--- src/rtl/mux_pkg.sv ---
// Shared encodings for the registered mux/scanner: FSM state values and mode input levels.
package mux_pkg;

  localparam logic [1:0] IDLE_ENC   = 2'd0;
  localparam logic [1:0] MANUAL_ENC = 2'd1;
  localparam logic [1:0] SCAN_ENC   = 2'd2;

  typedef enum logic [1:0] {
    IDLE   = IDLE_ENC,
    MANUAL = MANUAL_ENC,
    SCAN   = SCAN_ENC
  } state_e;

  localparam logic MODE_MANUAL = 1'b0;
  localparam logic MODE_SCAN   = 1'b1;

endpackage

--- src/rtl/reg_mux_scanner_next_ch_finder.sv ---
// Cyclic search for the next enabled channel strictly after cur_i; if the search passes the
// last channel it restarts at 0 and reports wrapped_o (this includes landing back on cur_i).
module next_ch_finder #(
  parameter  int CHANNELS = 4,
  localparam int SEL_W    = $clog2(CHANNELS)
) (
  input  logic [SEL_W-1:0]    cur_i,
  input  logic [CHANNELS-1:0] mask_i,
  output logic [SEL_W-1:0]    next_o,
  output logic                found_o,
  output logic                wrapped_o
);

  logic [SEL_W-1:0] up_idx, low_idx;
  logic             up_ok, low_ok;

  always_comb begin
    up_idx  = '0;
    low_idx = '0;
    up_ok   = 1'b0;
    low_ok  = 1'b0;
    // Descending scans leave the lowest qualifying index in each candidate.
    for (int j = CHANNELS - 1; j >= 0; j--) begin
      if (mask_i[j] && (j > int'(cur_i))) begin
        up_idx = SEL_W'(j);
        up_ok  = 1'b1;
      end
      if (mask_i[j] && (j <= int'(cur_i))) begin
        low_idx = SEL_W'(j);
        low_ok  = 1'b1;
      end
    end
    next_o    = up_ok ? up_idx : low_idx;
    found_o   = up_ok | low_ok;
    wrapped_o = !up_ok && low_ok;
  end

endmodule

--- src/rtl/reg_mux_scanner.sv ---
// Registered N:1 mux with manual select or timed auto-scan over the channels.
// Build option MUX_CHANNEL_MASK_EN adds ch_mask (1 = channel enabled); otherwise all enabled.
module reg_mux_scanner
  import mux_pkg::*;
#(
  parameter  int WIDTH    = 1,
  parameter  int CHANNELS = 4,
  parameter  int DWELL    = 8,
  localparam int SEL_W    = $clog2(CHANNELS)
) (
  input  logic                      clk,
  input  logic                      rst_n,
  input  logic [CHANNELS*WIDTH-1:0] din,
  input  logic [SEL_W-1:0]          sel,
  input  logic                      mode,
  input  logic                      hold,
`ifdef MUX_CHANNEL_MASK_EN
  input  logic [CHANNELS-1:0]       ch_mask,
`endif
  output logic [WIDTH-1:0]          dout,
  output logic [SEL_W-1:0]          dout_ch,
  output logic                      dout_valid,
  output logic                      wrap
);

  localparam int               NSLOT      = 1 << SEL_W;
  localparam int               DW_W       = (DWELL > 1) ? $clog2(DWELL) : 1;
  localparam logic [DW_W-1:0]  DWELL_LAST = DW_W'(DWELL - 1);
  localparam logic [SEL_W-1:0] CH_LAST    = SEL_W'(CHANNELS - 1);

  state_e           state_q, state_d;
  logic [SEL_W-1:0] ch_q, ch_d;
  logic [DW_W-1:0]  dwell_q, dwell_d;
  logic             pend_q, pend_d;
  logic [WIDTH-1:0] dout_q, dout_d;
  logic [SEL_W-1:0] dout_ch_q, dout_ch_d;
  logic             valid_q, valid_d;
  logic             wrap_q, wrap_d;

  // Select slots beyond CHANNELS read as disabled zero data, so invalid selects need no special case.
  logic [WIDTH-1:0] chan [NSLOT];
  for (genvar i = 0; i < NSLOT; i++) begin : g_slot
    if (i < CHANNELS) begin : g_real
      assign chan[i] = din[i*WIDTH +: WIDTH];
    end else begin : g_pad
      assign chan[i] = '0;
    end
  end

  logic [CHANNELS-1:0] mask;
`ifdef MUX_CHANNEL_MASK_EN
  assign mask = ch_mask;
`else
  assign mask = '1;
`endif
  logic [NSLOT-1:0] mask_slot;
  assign mask_slot = NSLOT'(mask);

  // Outside scan the finder searches from the last channel, giving the first enabled one to park on.
  logic [SEL_W-1:0] find_cur, find_next, park_ch, pick;
  logic             find_ok, find_wrap;
  assign find_cur = (state_q != IDLE && mode == MODE_SCAN) ? ch_q : CH_LAST;
  assign park_ch  = find_ok ? find_next : '0;
  assign pick     = (mode == MODE_SCAN) ? ch_q : sel;

  next_ch_finder #(.CHANNELS(CHANNELS)) u_find (
    .cur_i    (find_cur),
    .mask_i   (mask),
    .next_o   (find_next),
    .found_o  (find_ok),
    .wrapped_o(find_wrap)
  );

  always_comb begin
    state_d   = state_q;
    ch_d      = ch_q;
    dwell_d   = dwell_q;
    pend_d    = pend_q;
    dout_d    = dout_q;
    dout_ch_d = dout_ch_q;
    valid_d   = valid_q;
    wrap_d    = 1'b0;
    if (!hold) begin
      if (state_q == IDLE) begin
        state_d = (mode == MODE_SCAN) ? SCAN : MANUAL;
        ch_d    = park_ch;
        dwell_d = '0;
        pend_d  = 1'b0;
      end else begin
        dout_ch_d = pick;
        valid_d   = mask_slot[pick];
        dout_d    = mask_slot[pick] ? chan[pick] : '0;
        if (mode == MODE_MANUAL) begin
          state_d = MANUAL;
          ch_d    = park_ch;
          dwell_d = '0;
          pend_d  = 1'b0;
        end else begin
          state_d = SCAN;
          // A wrap is flagged at the advance and shown on the edge that first outputs the new channel.
          wrap_d  = pend_q;
          pend_d  = 1'b0;
          if (dwell_q == DWELL_LAST) begin
            dwell_d = '0;
            if (find_ok) begin
              ch_d   = find_next;
              pend_d = find_wrap;
            end
          end else begin
            dwell_d = dwell_q + 1'b1;
          end
        end
      end
    end
  end

  always_ff @(posedge clk or negedge rst_n) begin
    if (!rst_n) begin
      state_q   <= IDLE;
      ch_q      <= '0;
      dwell_q   <= '0;
      pend_q    <= 1'b0;
      dout_q    <= '0;
      dout_ch_q <= '0;
      valid_q   <= 1'b0;
      wrap_q    <= 1'b0;
    end else begin
      state_q   <= state_d;
      ch_q      <= ch_d;
      dwell_q   <= dwell_d;
      pend_q    <= pend_d;
      dout_q    <= dout_d;
      dout_ch_q <= dout_ch_d;
      valid_q   <= valid_d;
      wrap_q    <= wrap_d;
    end
  end

  assign dout       = dout_q;
  assign dout_ch    = dout_ch_q;
  assign dout_valid = valid_q;
  assign wrap       = wrap_q;

endmodule

--- config.mk ---
export PLATFORM = sky130hd
export DESIGN_NAME = reg_mux_scanner
export DESIGN_NICKNAME = d
export VERILOG_FILES = /design/src/rtl/mux_pkg.sv /design/src/rtl/reg_mux_scanner_next_ch_finder.sv /design/src/rtl/reg_mux_scanner.sv
export SDC_FILE = /design/constraint.sdc
export NUM_CORES = 1
export LEC_CHECK = 0
export BUFFER_PORTS_ARGS = -buffer_cell sky130_fd_sc_hd__buf_4
export CAP_MARGIN = 5
export CORE_MARGIN = 2
export CORE_UTILIZATION = 50
export DETAILED_ROUTE_END_ITERATION = 16
export PLACE_DENSITY_LB_ADDON = 0.2
export REMOVE_ABC_BUFFERS = 1
export SYNTH_ARGS = -nofsm -noshare
export SYNTH_HDL_FRONTEND = slang
export SYNTH_SLANG_ARGS = --single-unit
--- constraint.sdc ---
create_clock -name clk -period 2 [get_ports clk]
set_clock_uncertainty 0.15 [all_clocks]
set_input_delay 0.2 -clock clk [delete_from_list [all_inputs] [get_ports clk]]
set_output_delay 0.2 -clock clk [all_outputs]
set_load 0.01 [all_outputs]
==> impl_metrics.toml <==
[cells_and_area]
stdcell_area_sq_um = 797
nets = 91
syn2layout_area_growth_pct = 21.6
num_antenna_cells = 0
drive_gt1_frac = 0.338

[synth]
synth_area_leader_cell = "dfrtp_1"
async_flop_share = 1.00
ys_top_cells_by_area = "dfrtp_1, ha_1, nor2_1, mux2i_1, o21ai_0"
yosys_warnings = 0
ys_seq_elements = 13
yosysTopAreaCellShare = 0.496
yosysMostFrequentCell = "dfrtp_1"
synth_cell_types = 29
synth_top_flop_cell = "dfrtp_1"
synth_edf_count = 0
synth.top_cells.by_count = "dfrtp_1, nor2_1, nand2_1"
synth_area_sq_um = 656
ys_seq_area_frac = 0.496
avgSynthCellArea_sq_um = 10.9
syn_inst = 60

[timing]
finalSetupTns_ns = 0
post-route-period-util = 0.798
slew_headroom = 0.818
finalCriticalPeriod_ns = 1.60
fmax_mhz = 627
rsz0062_at_grt = "no"
slew_viol_final = 0
finalHoldViolations = 0
worstMarginPinSlew_ns = 0.272
setup_viol = 0

[cts]
cts.sinks = 13
cts_setup_buffers = 0
postCtsHoldBufs = 1
ctsResizeCount = 0
clock_path_buffers = 2
cts-buffers-inserted = 3
ctsRootBufferMaster = "clkbuf_4"
htree_levels = 1
cts.reportedPaths.clkPinSlew_ns = 0.08
cts_tree = "done"
insertion_delay_ns = 0.27

[critical_path]
critPathBufInv = 0
cp_slowest_stage_delay_ns = 0.40
cp_max_fo = 4
reg2reg_from = "dwell_q[0]$_DFFE_PN0N_"
worstRegToRegCells = 5
setup.worst_path.end_class = "flop"
required_ns = 2.01
critPathLaunchType = "flop"
critical-path-slowest-cell = "dfrtp_1"
path_class = "reg -> reg"
arrival_ns = 1.61
worst_path_most_repeated_cell = "ha_1"
r2r_slack_ns = 0.40
crit_family = "adder cells"
r2r_end = "ch_q[1]$_DFFE_PN0P_"
cp_cell_sequence = "ha_1 -> ha_1 -> nor2_2 -> nor2_4 -> mux2_4"

[floorplan]
die_w_um = 40.2
fp.dieH_um = 40.2
die_area_sq_um = 1620
initial_core_util = 0.517
std_cell_rows = 13
pin_count = 15
core_sq_um = 1270

[pwr]
seq_power_share = 0.513
p_leak_nw = 0.371
p_int_w = 0.000458
p_clk_frac = 0.253
swShare = 0.292
ir_drop_mv = 0.588
p_per_area_nw_per_um2 = 811
power_switching_w = 0.000188
combPwrFrac = 0.235

[placement]
io_buffers = 14
gp_congestion = 0.683
placed_area_sq_um = 761
dp_hpwl_um = 891

[drt]
vias = 472
first_iter_violations = 11
dr.pass1.iters = 4
drtAntennaViolNets = 0
drt_wl_total_mm = 1.19
viasPerCell = 5.13
drc = 0
routedWlPerCell_um = 12.9

[status]
status = "complete, no violations"

[grt]
grt_overflow_total = 0
grt_use_total = 0.185
grt_max_degree = 14
first_global_vias = 418
grt_pass1_wl_mm = 1.89
antenna_found_initial = 0

[worst_hold_path]
min-delay-start = "hold"
hp-class = "in -> reg"
hold_path_end = "pend_q$_DFFE_PN0N_"
hold_depth = 2

[job]
max_cap_violations = 0
worst max path at each step:
stage | from | to | cells past startpoint
3_3_place_gp | dwell_q[0]$_DFFE_PN0N_ | ch_q[1]$_DFFE_PN0P_ | 5
5_1_grt | dwell_q[0]$_DFFE_PN0N_ | ch_q[1]$_DFFE_PN0P_ | 5
3_5_place_dp | dwell_q[0]$_DFFE_PN0N_ | ch_q[1]$_DFFE_PN0P_ | 5
2_1_floorplan | dwell_q[0]$_DFFE_PN0N_ | ch_q[1]$_DFFE_PN0P_ | 5
4_1_cts | dwell_q[0]$_DFFE_PN0N_ | ch_q[1]$_DFFE_PN0P_ | 5
6_report | dwell_q[0]$_DFFE_PN0N_ | ch_q[1]$_DFFE_PN0P_ | 5
registers in the layout, summed over array words and instances, names as in the netlist:
name	cells
dwell_q	3
ch_q	2
dout_ch	2
state_q	2
dout	1
dout_valid	1
pend_q	1
wrap	1
layer usage:
metal,vias to the layer above,routed length [um],global-route usage,share of wire
li1,244,-,-,-
met1,219,599,0.239,0.50
met2,9,537,0.278,0.45
met3,0,52,0.0667,0.044
met4,0,0,0.0750,0
met5,-,0,0,0
cells in the final DEF, fill, tap and decap left out:
| master | n |
|---|---|
| and3_2 | 1 |
| dfrtp_1 | 13 |
| o22ai_1 | 1 |
| nand2_1 | 5 |
| mux2i_2 | 1 |
| nor2_1 | 7 |
| mux2_2 | 1 |
| nand2b_1 | 2 |
| nor2_2 | 1 |
| o21ai_1 | 2 |
| or2_1 | 1 |
| nor3b_2 | 1 |
| o31ai_1 | 1 |
| nor3_1 | 1 |
| dlygate4sd3_1 | 1 |
| nor2_4 | 1 |
| mux2i_1 | 2 |
| buf_4 | 14 |
| o211ai_1 | 1 |
| mux2_4 | 1 |
| o21ai_2 | 1 |
| o32ai_1 | 1 |
| or2_2 | 1 |
| o21ai_0 | 4 |
| inv_1 | 2 |
| a31oi_1 | 1 |
| xor2_1 | 1 |
| clkbuf_1 | 1 |
| ha_1 | 3 |
| clkbuf_4 | 3 |
| a32o_1 | 1 |
final cells by class:
class / instances / area (sq um)
Multi-Input combinational cell: 43 / 304
Sequential cell: 13 / 325
Clock buffer: 4 / 26.3
Tap cell: 15 / 18.8
Timing Repair Buffer: 15 / 115
Fill cell: 108 / 472
Inverter: 2 / 7.51
metrics by stage:
stage | hold WS, ns | instances | utilization | setup WS (ns) | total power, W
5_1_grt | 0.0811 | 92 | 0.628 | 0.358 | 0.000691
2_1_floorplan | -0.246 | 58 | - | 0.478 | 0.000418
4_1_cts | 0.0661 | 92 | 0.628 | 0.402 | 0.000654
6_report | 0.0732 | 92 | 0.628 | 0.404 | 0.000647
3_5_place_dp | -0.0969 | 87 | 0.600 | 0.412 | 0.000489
3_3_place_gp | -0.0981 | 87 | 0.600 | 0.463 | 0.000481
cells by family (layout without fill, tap and decap cells):
kind of cell             after synthesis  after routing  share of synthesized area
AND/OR/NAND/NOR                       21             21                      0.172
AO/OA/AOI/OAI                         13             13                      0.130
flip-flops                            13             13                      0.496
multiplexers                           5              5                     0.0916
buffers and inverters                  4             21                     0.0401
adder cells (fa/ha/maj)                3              3                     0.0573
XOR/XNOR                               1              1                     0.0134
power groups by stage:
| stage | Clock (W) | Combinational, W | Sequential (W) |
|---|---|---|---|
| after floorplan | 0 | 0.0000824 | 0.000335 |
| after global placement | 0 | 0.000147 | 0.000334 |
| after detailed placement | 0 | 0.000151 | 0.000338 |
| after CTS | 0.000169 | 0.000153 | 0.000332 |
| after global routing | 0.000184 | 0.000171 | 0.000336 |
| final | 0.000163 | 0.000152 | 0.000331 |
No activity file was read; power rests on OpenSTA's default activity.
